==> src/rtl/axi_lite_reg_slave_if.sv <==
// AXI4-Lite bus bundle: AW/W/B write channels and AR/R read channels.
interface AXI_LITE #(
  parameter int unsigned AXI_ADDR_WIDTH = 32,
  parameter int unsigned AXI_DATA_WIDTH = 32
);
  logic                          aw_valid;
  logic                          aw_ready;
  logic [AXI_ADDR_WIDTH-1:0]     aw_addr;
  logic                          w_valid;
  logic                          w_ready;
  logic [AXI_DATA_WIDTH-1:0]     w_data;
  logic [AXI_DATA_WIDTH/8-1:0]   w_strb;
  logic                          b_valid;
  logic                          b_ready;
  logic [1:0]                    b_resp;
  logic                          ar_valid;
  logic                          ar_ready;
  logic [AXI_ADDR_WIDTH-1:0]     ar_addr;
  logic                          r_valid;
  logic                          r_ready;
  logic [AXI_DATA_WIDTH-1:0]     r_data;
  logic [1:0]                    r_resp;

  modport in (
    input  aw_valid, aw_addr, w_valid, w_data, w_strb, b_ready, ar_valid, ar_addr, r_ready,
    output aw_ready, w_ready, b_valid, b_resp, ar_ready, r_valid, r_data, r_resp
  );

  modport out (
    output aw_valid, aw_addr, w_valid, w_data, w_strb, b_ready, ar_valid, ar_addr, r_ready,
    input  aw_ready, w_ready, b_valid, b_resp, ar_ready, r_valid, r_data, r_resp
  );
endinterface

==> src/rtl/axi_lite_reg_slave.sv <==
// AXI4-Lite responder backed by a bank of NUM_REGS byte-strobed registers.
// Out-of-range word indices answer SLVERR; register contents are exported on regs_o.
module axi_lite_reg_slave #(
  parameter int unsigned ADDR_WIDTH = 32,
  parameter int unsigned DATA_WIDTH = 32,
  parameter int unsigned NUM_REGS   = 8
) (
  input  logic                           clk_i,
  input  logic                           rst_i,
  AXI_LITE.in                            in,
  output logic [NUM_REGS*DATA_WIDTH-1:0] regs_o
);
  localparam int unsigned STRB_W = DATA_WIDTH / 8;
  localparam int unsigned OFF_W  = $clog2(STRB_W);
  localparam int unsigned CMP_W  = (ADDR_WIDTH > 32) ? ADDR_WIDTH : 32;
  localparam logic [1:0]  RESP_OKAY   = 2'b00;
  localparam logic [1:0]  RESP_SLVERR = 2'b10;

  // Elaboration-time parameter sanity checks.
  if (DATA_WIDTH < 8 || (DATA_WIDTH & (DATA_WIDTH - 1)) != 0) begin : g_bad_dw
    $error("axi_lite_reg_slave: DATA_WIDTH must be a power of two >= 8");
  end
  if (NUM_REGS < 1) begin : g_bad_nr
    $error("axi_lite_reg_slave: NUM_REGS must be at least 1");
  end
  if ($bits(in.aw_addr) != ADDR_WIDTH || $bits(in.w_data) != DATA_WIDTH) begin : g_bad_if
    $error("axi_lite_reg_slave: interface widths do not match parameters");
  end

  logic [DATA_WIDTH-1:0] r_regs [NUM_REGS];
  logic                  r_aw_held;
  logic                  r_w_held;
  logic [ADDR_WIDTH-1:0] r_aw_addr;
  logic [DATA_WIDTH-1:0] r_w_data;
  logic [STRB_W-1:0]     r_w_strb;
  logic                  r_b_valid;
  logic [1:0]            r_b_resp;
  logic                  r_r_valid;
  logic [DATA_WIDTH-1:0] r_r_data;
  logic [1:0]            r_r_resp;

  logic                  w_aw_ready;
  logic                  w_w_ready;
  logic                  w_aw_hs;
  logic                  w_w_hs;
  logic                  w_ar_hs;
  logic                  w_commit;
  logic [ADDR_WIDTH-1:0] w_wr_addr;
  logic [DATA_WIDTH-1:0] w_wr_data;
  logic [STRB_W-1:0]     w_wr_strb;
  logic [CMP_W-1:0]      w_wr_idx;
  logic                  w_wr_ok;
  logic [CMP_W-1:0]      w_rd_idx;
  logic                  w_rd_ok;
  logic [DATA_WIDTH-1:0] w_rd_data;

  // Readies are pure functions of held state, never of bus inputs.
  assign w_aw_ready = !r_aw_held && !r_b_valid;
  assign w_w_ready  = !r_w_held && !r_b_valid;
  assign w_aw_hs    = in.aw_valid && w_aw_ready;
  assign w_w_hs     = in.w_valid && w_w_ready;
  assign w_ar_hs    = in.ar_valid && !r_r_valid;
  assign w_commit   = (r_aw_held || w_aw_hs) && (r_w_held || w_w_hs);

  assign w_wr_addr  = r_aw_held ? r_aw_addr : in.aw_addr;
  assign w_wr_data  = r_w_held ? r_w_data : in.w_data;
  assign w_wr_strb  = r_w_held ? r_w_strb : in.w_strb;
  assign w_wr_idx   = CMP_W'(w_wr_addr >> OFF_W);
  assign w_wr_ok    = w_wr_idx < CMP_W'(NUM_REGS);
  assign w_rd_idx   = CMP_W'(in.ar_addr >> OFF_W);
  assign w_rd_ok    = w_rd_idx < CMP_W'(NUM_REGS);

  always_comb begin
    w_rd_data = '0;
    for (int k = 0; k < NUM_REGS; k++) begin
      if (w_rd_idx == CMP_W'(k)) w_rd_data = r_regs[k];
    end
  end

  // Write path: independent AW/W capture, commit once both are present.
  always_ff @(posedge clk_i) begin
    if (rst_i) begin
      r_aw_held <= 1'b0;
      r_w_held  <= 1'b0;
      r_aw_addr <= '0;
      r_w_data  <= '0;
      r_w_strb  <= '0;
      r_b_valid <= 1'b0;
      r_b_resp  <= RESP_OKAY;
      for (int k = 0; k < NUM_REGS; k++) r_regs[k] <= '0;
    end else begin
      if (r_b_valid && in.b_ready) r_b_valid <= 1'b0;
      if (w_commit) begin
        r_aw_held <= 1'b0;
        r_w_held  <= 1'b0;
        r_b_valid <= 1'b1;
        r_b_resp  <= w_wr_ok ? RESP_OKAY : RESP_SLVERR;
        for (int k = 0; k < NUM_REGS; k++) begin
          if (w_wr_ok && w_wr_idx == CMP_W'(k)) begin
            for (int b = 0; b < STRB_W; b++) begin
              if (w_wr_strb[b]) r_regs[k][b*8 +: 8] <= w_wr_data[b*8 +: 8];
            end
          end
        end
      end else begin
        if (w_aw_hs) begin
          r_aw_held <= 1'b1;
          r_aw_addr <= in.aw_addr;
        end
        if (w_w_hs) begin
          r_w_held <= 1'b1;
          r_w_data <= in.w_data;
          r_w_strb <= in.w_strb;
        end
      end
    end
  end

  // Read path: sample the pre-update register value on the AR handshake.
  always_ff @(posedge clk_i) begin
    if (rst_i) begin
      r_r_valid <= 1'b0;
      r_r_data  <= '0;
      r_r_resp  <= RESP_OKAY;
    end else if (w_ar_hs) begin
      r_r_valid <= 1'b1;
      r_r_data  <= w_rd_ok ? w_rd_data : '0;
      r_r_resp  <= w_rd_ok ? RESP_OKAY : RESP_SLVERR;
    end else if (r_r_valid && in.r_ready) begin
      r_r_valid <= 1'b0;
    end
  end

  assign in.aw_ready = w_aw_ready;
  assign in.w_ready  = w_w_ready;
  assign in.b_valid  = r_b_valid;
  assign in.b_resp   = r_b_resp;
  assign in.ar_ready = !r_r_valid;
  assign in.r_valid  = r_r_valid;
  assign in.r_data   = r_r_data;
  assign in.r_resp   = r_r_resp;

  for (genvar k = 0; k < NUM_REGS; k++) begin : g_regs_o
    assign regs_o[k*DATA_WIDTH +: DATA_WIDTH] = r_regs[k];
  end
endmodule

==> src/flat_wrapper.sv <==
// flat-port wrapper written by rule: the top's interface ports become plain ports
module axi_lite_reg_slave_flat 
#(
  parameter int unsigned ADDR_WIDTH = 32,
  parameter int unsigned DATA_WIDTH = 32,
  parameter int unsigned NUM_REGS   = 8
)
  (clk_i, rst_i, regs_o, in_aw_valid, in_aw_addr, in_w_valid, in_w_data, in_w_strb, in_b_ready, in_ar_valid, in_ar_addr, in_r_ready, in_aw_ready, in_w_ready, in_b_valid, in_b_resp, in_ar_ready, in_r_valid, in_r_data, in_r_resp);
  AXI_LITE #(.AXI_ADDR_WIDTH((32)), .AXI_DATA_WIDTH((32))) in_i ();
  input  logic clk_i;
  input  logic rst_i;
  output logic [NUM_REGS*DATA_WIDTH-1:0] regs_o;
  input wire logic [$bits(in_i.aw_valid)-1:0] in_aw_valid;
  input wire logic [$bits(in_i.aw_addr)-1:0] in_aw_addr;
  input wire logic [$bits(in_i.w_valid)-1:0] in_w_valid;
  input wire logic [$bits(in_i.w_data)-1:0] in_w_data;
  input wire logic [$bits(in_i.w_strb)-1:0] in_w_strb;
  input wire logic [$bits(in_i.b_ready)-1:0] in_b_ready;
  input wire logic [$bits(in_i.ar_valid)-1:0] in_ar_valid;
  input wire logic [$bits(in_i.ar_addr)-1:0] in_ar_addr;
  input wire logic [$bits(in_i.r_ready)-1:0] in_r_ready;
  output wire logic [$bits(in_i.aw_ready)-1:0] in_aw_ready;
  output wire logic [$bits(in_i.w_ready)-1:0] in_w_ready;
  output wire logic [$bits(in_i.b_valid)-1:0] in_b_valid;
  output wire logic [$bits(in_i.b_resp)-1:0] in_b_resp;
  output wire logic [$bits(in_i.ar_ready)-1:0] in_ar_ready;
  output wire logic [$bits(in_i.r_valid)-1:0] in_r_valid;
  output wire logic [$bits(in_i.r_data)-1:0] in_r_data;
  output wire logic [$bits(in_i.r_resp)-1:0] in_r_resp;
  assign in_i.aw_valid = in_aw_valid;
  assign in_i.aw_addr = in_aw_addr;
  assign in_i.w_valid = in_w_valid;
  assign in_i.w_data = in_w_data;
  assign in_i.w_strb = in_w_strb;
  assign in_i.b_ready = in_b_ready;
  assign in_i.ar_valid = in_ar_valid;
  assign in_i.ar_addr = in_ar_addr;
  assign in_i.r_ready = in_r_ready;
  assign in_aw_ready = in_i.aw_ready;
  assign in_w_ready = in_i.w_ready;
  assign in_b_valid = in_i.b_valid;
  assign in_b_resp = in_i.b_resp;
  assign in_ar_ready = in_i.ar_ready;
  assign in_r_valid = in_i.r_valid;
  assign in_r_data = in_i.r_data;
  assign in_r_resp = in_i.r_resp;
  axi_lite_reg_slave #(.ADDR_WIDTH(ADDR_WIDTH), .DATA_WIDTH(DATA_WIDTH), .NUM_REGS(NUM_REGS)) u_core (.clk_i(clk_i), .rst_i(rst_i), .in(in_i), .regs_o(regs_o));
endmodule
==> config.mk <==
export PLATFORM = sky130hd
export DESIGN_NAME = axi_lite_reg_slave_flat
export DESIGN_NICKNAME = d
export VERILOG_FILES = /design/src/rtl/axi_lite_reg_slave_if.sv /design/src/rtl/axi_lite_reg_slave.sv /design/src/flat_wrapper.sv
export SDC_FILE = /design/constraint.sdc
export NUM_CORES = 1
export LEC_CHECK = 0
export ABC_CLOCK_PERIOD_IN_PS = 4200
export BUFFER_PORTS_ARGS = -buffer_cell sky130_fd_sc_hd__buf_4
export CORE_ASPECT_RATIO = 0.75
export CORE_UTILIZATION = 25
export CTS_CLUSTER_DIAMETER = 80
export DETAILED_ROUTE_END_ITERATION = 8
export GPL_ROUTABILITY_DRIVEN = 0
export SETUP_SLACK_MARGIN = 0.05
export SLEW_MARGIN = 30
export SYNTH_ARGS = -nofsm -noshare
export SYNTH_HDL_FRONTEND = slang
export SYNTH_SLANG_ARGS = --single-unit
==> constraint.sdc <==
create_clock -name clk_i -period 4.2 [get_ports clk_i]
set_input_delay 0.42 -clock clk_i [delete_from_list [all_inputs] [get_ports clk_i]]
set_output_delay 0.42 -clock clk_i [all_outputs]
set_load 0.005 [all_outputs]
# --- Word level (Yosys, flattened, before mapping) ---
# Memory sizes are Yosys's and may differ from the RTL's.
# Cells that the tools add are included.
totals:
  n_memories: 1
  output_inout_bits: 297
  in_bits: 107
  mem_bits_rw: 256
  ff_bits: 108
  wordCells: 273
op_classes:
  n_eq_ne: 14
  n_reduce_logical: 29
  magnitude_cmp: 2
  n_mux: 184
  bitwise: 33
mem_list:
  columns: ["memory", "depth", "word_bits", "read_ports", "rd_ports_with_merged_regs", "wr", "line", "text"]
  rows:
  - ["u_core.r_regs", 8, 32, 8, 0, 8, "axi_lite_reg_slave.sv:30", "logic [DATA_WIDTH-1:0] r_regs [NUM_REGS];"]
ops:
  columns: ["op", "count"]
  rows:
  - ["2-to-1 mux 32 bit", 11]
  - ["2-to-1 mux 8 bit", 32]
  - ["== test 30 x 3 -> 1 bit (second input constant)", 8]
  - ["2-to-1 mux 1 bit", 138]
  - ["== test 30 x 2 -> 1 bit (second input constant)", 4]
  - ["logical NOT 32 bit", 2]
  - ["== test 30 x 1 -> 1 bit (second input constant)", 2]
  - ["< comparator 30 x 4 -> 1 bit (second input constant)", 2]
  - ["OR 1 bit", 32]
  - ["logical AND 1 bit", 16]
  - ["logical NOT 1 bit", 4]
  - ["2-to-1 mux 2 bit", 2]
  - ["2-to-1 mux 4 bit", 1]
  - ["AND reduction 2 bit", 2]
  - ["nonzero test 2 bit", 2]
  - ["logical OR 1 bit", 2]
  - ["OR reduction 2 bit", 1]
  - ["inverter 1 bit", 1]

# --- Longest topological paths before layout ---
# Gate-level depths: netlist of the first run.
depth:
  ltp_word: 10
  mapped_depth: 8
  mapped_depth_nobuf: 5

# --- Least setup slack after synthesis of the first run ---
# No wires, ideal clock.
synth_path:
  path_type: "input to register"
  start: "input port in_aw_addr[6]"
  end: "memory u_core.r_regs[3][8], in the netlist u_core.r_regs[0][104] (enable)"
  n_path_buf: 1
  path_stages: 6
  setup_time_ns: 0.329
  t_arrival_ns: 2.781
  path_slack_ns: 1.089
  required_ns: 3.871
  path_cell_list: "or4_2 > or4_1 > clkbuf_1 > a221oi_4 > nand3_2 > nand2_1"
synth_lines:
  columns: ["item", "line", "text"]
  rows:
  - ["from (decl)", "flat_wrapper.sv:14", "input wire logic [$bits(in_i.aw_addr)-1:0] in_aw_addr;"]
  - ["to (decl)", "axi_lite_reg_slave.sv:30", null]

==> metrics.md, run 1 <==
| Metric | Value |
|---|---|
| CTS buffer count | `41` |
| Post-synth top flop | `edfxtp_1` |
| Critical path's slowest cell | `or4_1` |
| Most common cell on crit path | `or4_1` |
| DP HPWL | `52.7 mm` |
| Ys async rst share | `0` |
| Final Net Count | `2,060` |
| Worst Path Required | `4.41 ns` |
| Final Cell Area | `0.0217 mm2` |
| Total Routing Usage GR | `0.203` |
| CTS Sinks | `360` |
| Buffers on Ports | `397` |
| CTS tree | `yes` |
| Vias in the first global route | `13,931` |
| Max clock buf depth | `3` |
| Antenna violations before repair | `9` |
| TritonRoute pass-1 iters | `6` |
| Hold Path Cell Cnt | `3` |
| Top Ports | `404` |
| Worst hold path type | `input pin to register` |
| Distinct cells, synth | `57` |
| Core area | `0.0643 mm2` |
| RSZ-0062 raised after global routing | `false` |
| Worst EP arrival | `3.34 ns` |
| Grt total ovfl | `0` |
| Clk slew on worst S/H paths | `0.06 ns` |
| Pleak | `8.22 nW` |
| Starting DRT DRC Count | `1,990` |
| Final hold slack | `0.116 ns` |
| Slew Viols, Final | `0` |
| Final Hold Fails | `0` |
| Yosys top cell area share | `0.469` |
| H-tree depth | `2` |
| Fin util | `0.338` |
| Routed length per instance | `24.8 um` |
| Minimum clock period | `3.13 ns` |
| Share of cells above drive strength 1 | `0.293` |
| CP Max Fanout | `9` |
| Vias | `14,967` |
| CP peak stage delay | `0.62 ns` |
| Die Ht | `224 um` |
| Initial core utilization | `0.255` |
| Via density | `5.26` |
| Yosys top cell by area | `edfxtp_1` |
| R2r worst-path depth | `6` |
| Clock latency on the worst-skew pair | `0.58 ns` |
| Mapped Cells | `1,576` |
| Largest net degree at the start of global routing | `42` |
| Layout Area Growth over Synthesis | `32.4%` |
| CP Launch Type | `register` |
| Tightest Pin Transition | `1.08 ns` |
| Pwr Density | `389 mW/mm2` |
| Syn_area_per_cell | `10.4 um2` |
| PostCTS Resize Cnt | `0` |
| Num rows | `80` |
| CP Class | `register to register` |
| Outcome | `complete, no violations` |
| Synth area leaders | `edfxtp_1, dfxtp_1, nand2_1` |
| Total of max-cap violations | `0` |
| Final setup vio count | `0` |
| DRC | `0` |
| Fillers | `6,536` |
| First-pass GRT wire length | `99.2 mm` |
| Synth warn | `0` |
| Post-DRT Antenna Nets | `0` |
| Post-synth EDFFs | `256` |
| Post-CTS Hold Fix Bufs | `0` |
| Worst Skew | `0.0425 ns` |
| Slew HR | `0.281` |
| Die X-Extent | `298 um` |
| Syn Std Cell Area | `0.0164 mm2` |
| Clock root cell | `clkbuf_16` |
| Detailed Route WL | `70.5 mm` |
| Synth Register Bits | `360` |
| Post-synthesis sequential area ratio | `0.596` |
| Die ar. | `0.0666 mm2` |
| Crit-path cells | `or4_1, or4_1, a221oi_4, buf_4, nand3_2, nand2_1` |
| Setup bufs post-CTS | `0` |
| Setup TNS | `0 ns` |
| Fmax achieved | `0.319 GHz` |
| Placed inst area | `0.0204 mm2` |
| Peak VDD IR | `0.000257 V` |
| CP endpoint kind | `register` |
| Fin crit share | `0.746` |
==> where the power goes <==
part           internal, mW  switching (mW)
logic                 0.341           0.535
registers              3.95           0.137
clock network          1.94            1.54
total                  6.23            2.21
==> sequential cells by signal (all words and copies together), names as in the netlist <==
name	cells
u_core.r_regs	256
u_core.in.r_data	32
u_core.r_w_data	32
u_core.r_aw_addr	30
u_core.r_w_strb	4
u_core.in.b_resp	1
u_core.in.b_valid	1
u_core.in.r_resp	1
u_core.in.r_valid	1
u_core.r_aw_held	1
u_core.r_w_held	1
==> final timing paths <==
path                            start  slack [ns]                   end
hold reg to reg   u_core.r_w_data[17]        0.45   u_core.r_w_data[17]
setup / recovery     u_core.r_aw_held        1.07  u_core.r_regs[1][14]
hold / removal             in_r_ready        0.12     u_core.in.r_valid
setup reg to reg     u_core.r_aw_held        1.07  u_core.r_regs[1][14]
==> cells in the final DEF, fill, tap and decap left out, types with 4 or more instances in the layout <==
cell type  instances
a21oi_1           97
nand2_1          255
nor4_1            44
clkinv_1           4
clkbuf_16         42
edfxtp_1         256
o31ai_1            4
nor3_1            37
and2_1            29
clkinv_2           9
mux2_2            34
inv_1             37
a2bb2oi_1          8
mux2i_1           35
nand3_2           24
nor2_1           223
a22oi_1           25
nand3_1           10
o21ai_0           54
a31oi_1            4
buf_4            435
clkbuf_1           9
or3_1              4
a2111oi_0          4
dfxtp_1          103
nor2_2             4
a211oi_1          27
a41oi_1           24
a22o_1            25
o22ai_1           31
a21o_1            11
and4_1             4
nand2b_1           5
==> kinds of logic (layout without fill, tap and decap cells) <==
group / after synthesis / count (layout) / share of synthesized area
AO/OA/AOI/OAI: 326 / 326 / 0.132
flip-flops: 360 / 360 / 0.596
multiplexers: 72 / 72 / 0.0488
other: 1 / 4 / 0.000229
AND/OR/NAND/NOR: 675 / 675 / 0.190
buffers and inverters: 142 / 548 / 0.0332
==> metrics by stage <==
| step | power (mW) | setup slack [ns] | cells |
|---|---|---|---|
| 2_1_floorplan | 4.48 | 1.09 | 1577 |
| 3_3_place_gp | 5.00 | 0.582 | 2769 |
| 3_5_place_dp | 5.03 | 0.514 | 2771 |
| 4_1_cts | 8.47 | 1.06 | 2844 |
| 5_1_grt | 8.69 | 0.929 | 2844 |
| 6_report | 8.44 | 1.07 | 2846 |
==> critical path: cells and delay by family (launching register included) <==
kind | cells | cell delay (ns)
buf+inv | 1 | 0.32
simple gates | 4 | 1.77
compound gates | 1 | 0.35
flops | 1 | 0.33
==> cells in the mapped netlist (31+ instances only) <==
library cell	n
nor3_1	39
mux2i_1	35
mux2_2	34
inv_1	37
o21ai_0	54
nor4_1	45
clkbuf_1	88
dfxtp_1	104
nor2_1	224
nand2_1	255
edfxtp_1	256
a21oi_1	97
o22ai_1	31
==> routing by layer <==
metal / vias up / share of wire / track usage
met3: 155 / 0.13 / 0.0718
met4: 12 / 0.028 / 0.0585
li1: 6521 / - / -
met1: 7241 / 0.43 / 0.285
met2: 1038 / 0.42 / 0.292
met5: - / 0.0012 / 0
==> area by class of cell <==
cell class,instances,area [um2],share of cell area
clock buffers,52,1100,0.0506
inverters,38,143,0.00657
clock inverters,21,173,0.00795
diodes,2,5.00,0.000231
flip-flops and latches,360,9770,0.450
well taps,861,1080,0.0496
multi-input cells,1075,6130,0.282
repair buffers,437,3310,0.152
Note: power is estimated with default switching activity, not from simulation.
==> run 2: changes to the inputs <==
--- a/config.mk
+++ b/config.mk
@@ -5,7 +5,8 @@
 export SDC_FILE = /design/constraint.sdc
 export NUM_CORES = 1
 export LEC_CHECK = 0
-export ABC_CLOCK_PERIOD_IN_PS = 4200
+export ABC_AREA = 1
+export ABC_CLOCK_PERIOD_IN_PS = 3100
 export BUFFER_PORTS_ARGS = -buffer_cell sky130_fd_sc_hd__buf_4
 export CORE_ASPECT_RATIO = 0.75
 export CORE_UTILIZATION = 25
==> constraint.sdc (replaced) <==
create_clock -name clk_i -period 3.1 [get_ports clk_i]
set_input_delay 0.31 -clock clk_i [delete_from_list [all_inputs] [get_ports clk_i]]
set_output_delay 0.31 -clock clk_i [all_outputs]
set_load 0.005 [all_outputs]
==> run 2 against run 1 <==
Register-to-register slack got worse by 0.81 ns; largest power group unchanged; worst setup slack got worse by 0.81 ns; die area decreased by 2.6%; design area increased by 3.3%; sequential cell count unchanged; worst hold slack got worse by 0.065 ns; maximum frequency increased by 10%; clock skew decreased by 0.011 ns.
==> metrics.md, run 2 <==
| Metric | Value |
|---|---|
| Final Cell Area | `0.0224 mm2 (was 0.0217 mm2)` |
| Pwr Total | `12.1 mW (was 8.44 mW)` |
| Total of max-cap violations | `0 (unchanged)` |
| Vias in the first global route | `14,151 (was 13,931)` |
| Max clock buf depth | `3 (unchanged)` |
| Fillers | `6,347 (was 6,536)` |
| Worst EP arrival | `3.04 ns (was 3.34 ns)` |
| Most common cell in the netlist | `nor2_1 (was edfxtp_1)` |
| Layout Area Growth over Synthesis | `40.3% (was 32.4%)` |
| Distinct cells, synth | `37 (was 57)` |
| H-tree depth | `2 (unchanged)` |
| Post-synth EDFFs | `256 (unchanged)` |
| Yosys top cell by area | `edfxtp_1 (unchanged)` |
| Clk slew on worst S/H paths | `0.06 ns (about the same)` |
| Clock latency on the worst-skew pair | `0.57 ns (was 0.58 ns)` |
| Register area | `0.00977 mm2 (unchanged)` |
| Worst hold path type | `input pin to register (unchanged)` |
| Syn Std Cell Area | `0.0160 mm2 (was 0.0164 mm2)` |
| Die X-Extent | `294 um (was 298 um)` |
| Peak VDD IR | `0.000320 V (was 0.000257 V)` |
| Synth area leaders | `edfxtp_1, dfxtp_1, nor2_1 (was edfxtp_1, dfxtp_1, nand2_1)` |
| Die ar. | `0.0649 mm2 (was 0.0666 mm2)` |
| Die Ht | `221 um (was 224 um)` |
| Starting DRT DRC Count | `1,347 (was 1,990)` |
| Detailed Route WL | `66.7 mm (was 70.5 mm)` |
| Top reg by flops | `u_core.r_regs (unchanged)` |
| Commonest non-fill, non-tap cells in the layout | `nor2_1, buf_4, nand2_1 (was buf_4, edfxtp_1, nand2_1)` |
| Post-DRT Antenna Nets | `0 (unchanged)` |
| Largest register FFs | `256 (unchanged)` |
| DP HPWL | `50.7 mm (was 52.7 mm)` |
| Clock share of power | `0.425 (was 0.412)` |
| First-pass GRT wire length | `94.1 mm (was 99.2 mm)` |
| CP endpoint kind | `register (unchanged)` |
| Final setup vio count | `0 (unchanged)` |
| Initial core utilization | `0.255 (about the same)` |
| Vias | `14,761 (was 14,967)` |
| Syn_area_per_cell | `8.84 um2 (was 10.4 um2)` |
| Critical path's slowest cell | `nand2_1 (was or4_1)` |
| CP Class | `register to register (unchanged)` |
| Place WS | `0.261 ns (was 0.514 ns)` |
| Slew HR | `0.396 (was 0.281)` |
| CP peak stage delay | `0.38 ns (was 0.62 ns)` |
| Clock root cell | `clkbuf_16 (unchanged)` |
| Cell family with most CP delay | `simple AND/OR/NAND/NOR gates (unchanged)` |
| Final worst slack | `0.253 ns (was 1.07 ns)` |
| Buf/Inv on CP | `3 (was 1)` |
| Core area | `0.0626 mm2 (was 0.0643 mm2)` |
| Placed inst area | `0.0203 mm2 (was 0.0204 mm2)` |
| Net Switching | `3.13 mW (was 2.21 mW)` |
| Grt total ovfl | `0 (unchanged)` |
| Most common cell after layout, fill and taps aside | `nor2_1 (was buf_4)` |
| Setup bufs post-CTS | `0 (unchanged)` |
| CP Launch Type | `register (unchanged)` |
| Pwr Density | `541 mW/mm2 (was 389 mW/mm2)` |
| Share of cells above drive strength 1 | `0.248 (was 0.293)` |
| Setup TNS | `0 ns (unchanged)` |
| Worst Path Required | `3.30 ns (was 4.41 ns)` |
| Total Routing Usage GR | `0.198 (was 0.203)` |
| Routed length per instance | `20.8 um (was 24.8 um)` |
| Sw frac | `0.258 (was 0.262)` |
| Num rows | `79 (was 80)` |
| Post-synthesis sequential area ratio | `0.612 (was 0.596)` |
| Tightest Pin Transition | `0.905 ns (was 1.08 ns)` |
| Minimum clock period | `2.85 ns (was 3.13 ns)` |
| RSZ-0062 raised after global routing | `false (unchanged)` |
| Sequential Power Share | `0.464 (was 0.484)` |
| TritonRoute pass-1 iters | `5 (was 6)` |
| Fmax achieved | `0.351 GHz (was 0.319 GHz)` |
| Met2 GRT Util | `0.296 (was 0.292)` |
| Non-filler cells, final | `3,203 (was 2,846)` |
| Yosys top cell area share | `0.481 (was 0.469)` |
| Antenna violations before repair | `10 (was 9)` |
| Synth Register Bits | `360 (unchanged)` |
| CTS Sinks | `360 (unchanged)` |
| Met1 usage | `0.273 (was 0.285)` |
| Final Net Count | `2,419 (was 2,060)` |
| Post-CTS Hold Fix Bufs | `66 (was 0)` |
| Top Ports | `404 (unchanged)` |
| Mapped Cells | `1,807 (was 1,576)` |
| Synth warn | `0 (unchanged)` |
| Largest net degree at the start of global routing | `59 (was 42)` |
| CP Max Fanout | `9 (unchanged)` |
| PostCTS Resize Cnt | `0 (unchanged)` |
| Outcome | `complete, no violations (unchanged)` |
| DRC | `0 (unchanged)` |
| Worst Skew | `0.0315 ns (was 0.0425 ns)` |
| Fin crit share | `0.918 (was 0.746)` |
| Pleak | `9.91 nW (was 8.22 nW)` |
| Final Hold Fails | `0 (unchanged)` |
| Crit-path cells | `buf_4, or3_1, o31ai_1, nand3_1, inv_2, nand2_1, nor4_4, buf_4, nand2_4, nand2_1 (was or4_1, or4_1, a221oi_4, buf_4, nand3_2, nand2_1)` |
| Met3 Use GR | `0.0671 (was 0.0718)` |
| P_int | `9.01 mW (was 6.23 mW)` |
| Inst Count DP | `3,052 (was 2,771)` |
| Most Used Layer, Global Route | `met2 (unchanged)` |
| CTS tree | `yes (unchanged)` |
| Post-synth top cells | `nor2_1, nand2_1, edfxtp_1 (was edfxtp_1, nand2_1, nor2_1)` |
| Slew Viols, Final | `0 (unchanged)` |
| Buffers on Ports | `397 (unchanged)` |
| Multi-input logic area | `0.00529 mm2 (was 0.00613 mm2)` |
| Ys async rst share | `0 (unchanged)` |
| Post-synth top flop | `edfxtp_1 (unchanged)` |
| Combinational power share | `0.111 (was 0.104)` |
| CTS buffer count | `42 (was 41)` |
| Via density | `4.61 (was 5.26)` |
## run 2: worst paths after layout
check,cells past startpoint,slack [ns],end,startpoint
setup / recovery,10,0.25,u_core.r_regs[1][17],u_core.r_aw_held
hold reg to reg,2,0.47,u_core.in.r_data[7],u_core.in.r_data[7]
hold / removal,3,0.05,u_core.r_aw_addr[2],in_aw_addr[2]
setup reg to reg,10,0.25,u_core.r_regs[1][17],u_core.r_aw_held
## run 2: layer usage
layer / up-vias / wire length, um
met2: 719 / 28400
met5: - / 27
met3: 94 / 7700
li1: 6906 / -
met4: 4 / 1320
met1: 7038 / 29300
## run 2: worst min-delay path, cell delays in order
cell and delay [ns]:
buf_4 0.10, nor2_1 0.04, nor2_1 0.11
## run 2: final cells by class
class                           count  area share
Antenna cell                        8    0.000893
Clock buffer                       56      0.0511
Clock inverter                     21      0.0122
Inverter                          167      0.0280
Multi-Input combinational cell   1206       0.236
Sequential cell                   360       0.436
Tap cell                          850      0.0474
Timing Repair Buffer              535       0.189
## run 2: logic make-up after synthesis
family	Yosys count	synth area share
DFF	360	0.612
AOI/OAI and AO/OA	159	0.0511
muxes	1	0.000627
buffers and inverters	242	0.0588
and+or+nand+nor	1044	0.278
other	1	0.000235
## run 2: power by group through the flow
| stage | logic, mW | registers [mW] | clock network, mW |
|---|---|---|---|
| 6_report | 1.35 | 5.63 | 5.16 |
| 5_1_grt | 1.47 | 5.65 | 5.43 |
| 4_1_cts | 1.35 | 5.62 | 5.25 |
| 3_5_place_dp | 1.28 | 5.72 | 0 |
| 3_3_place_gp | 1.25 | 5.72 | 0 |
| 2_1_floorplan | 0.533 | 5.67 | 0 |
## run 2: per-stage QoR
step                       util  hold WS, ns
after floorplan               -        0.421
after global placement    0.325        0.456
after detailed placement  0.325        0.460
after CTS                 0.358     0.000416
after global routing      0.358       0.0245
final                     0.358       0.0510
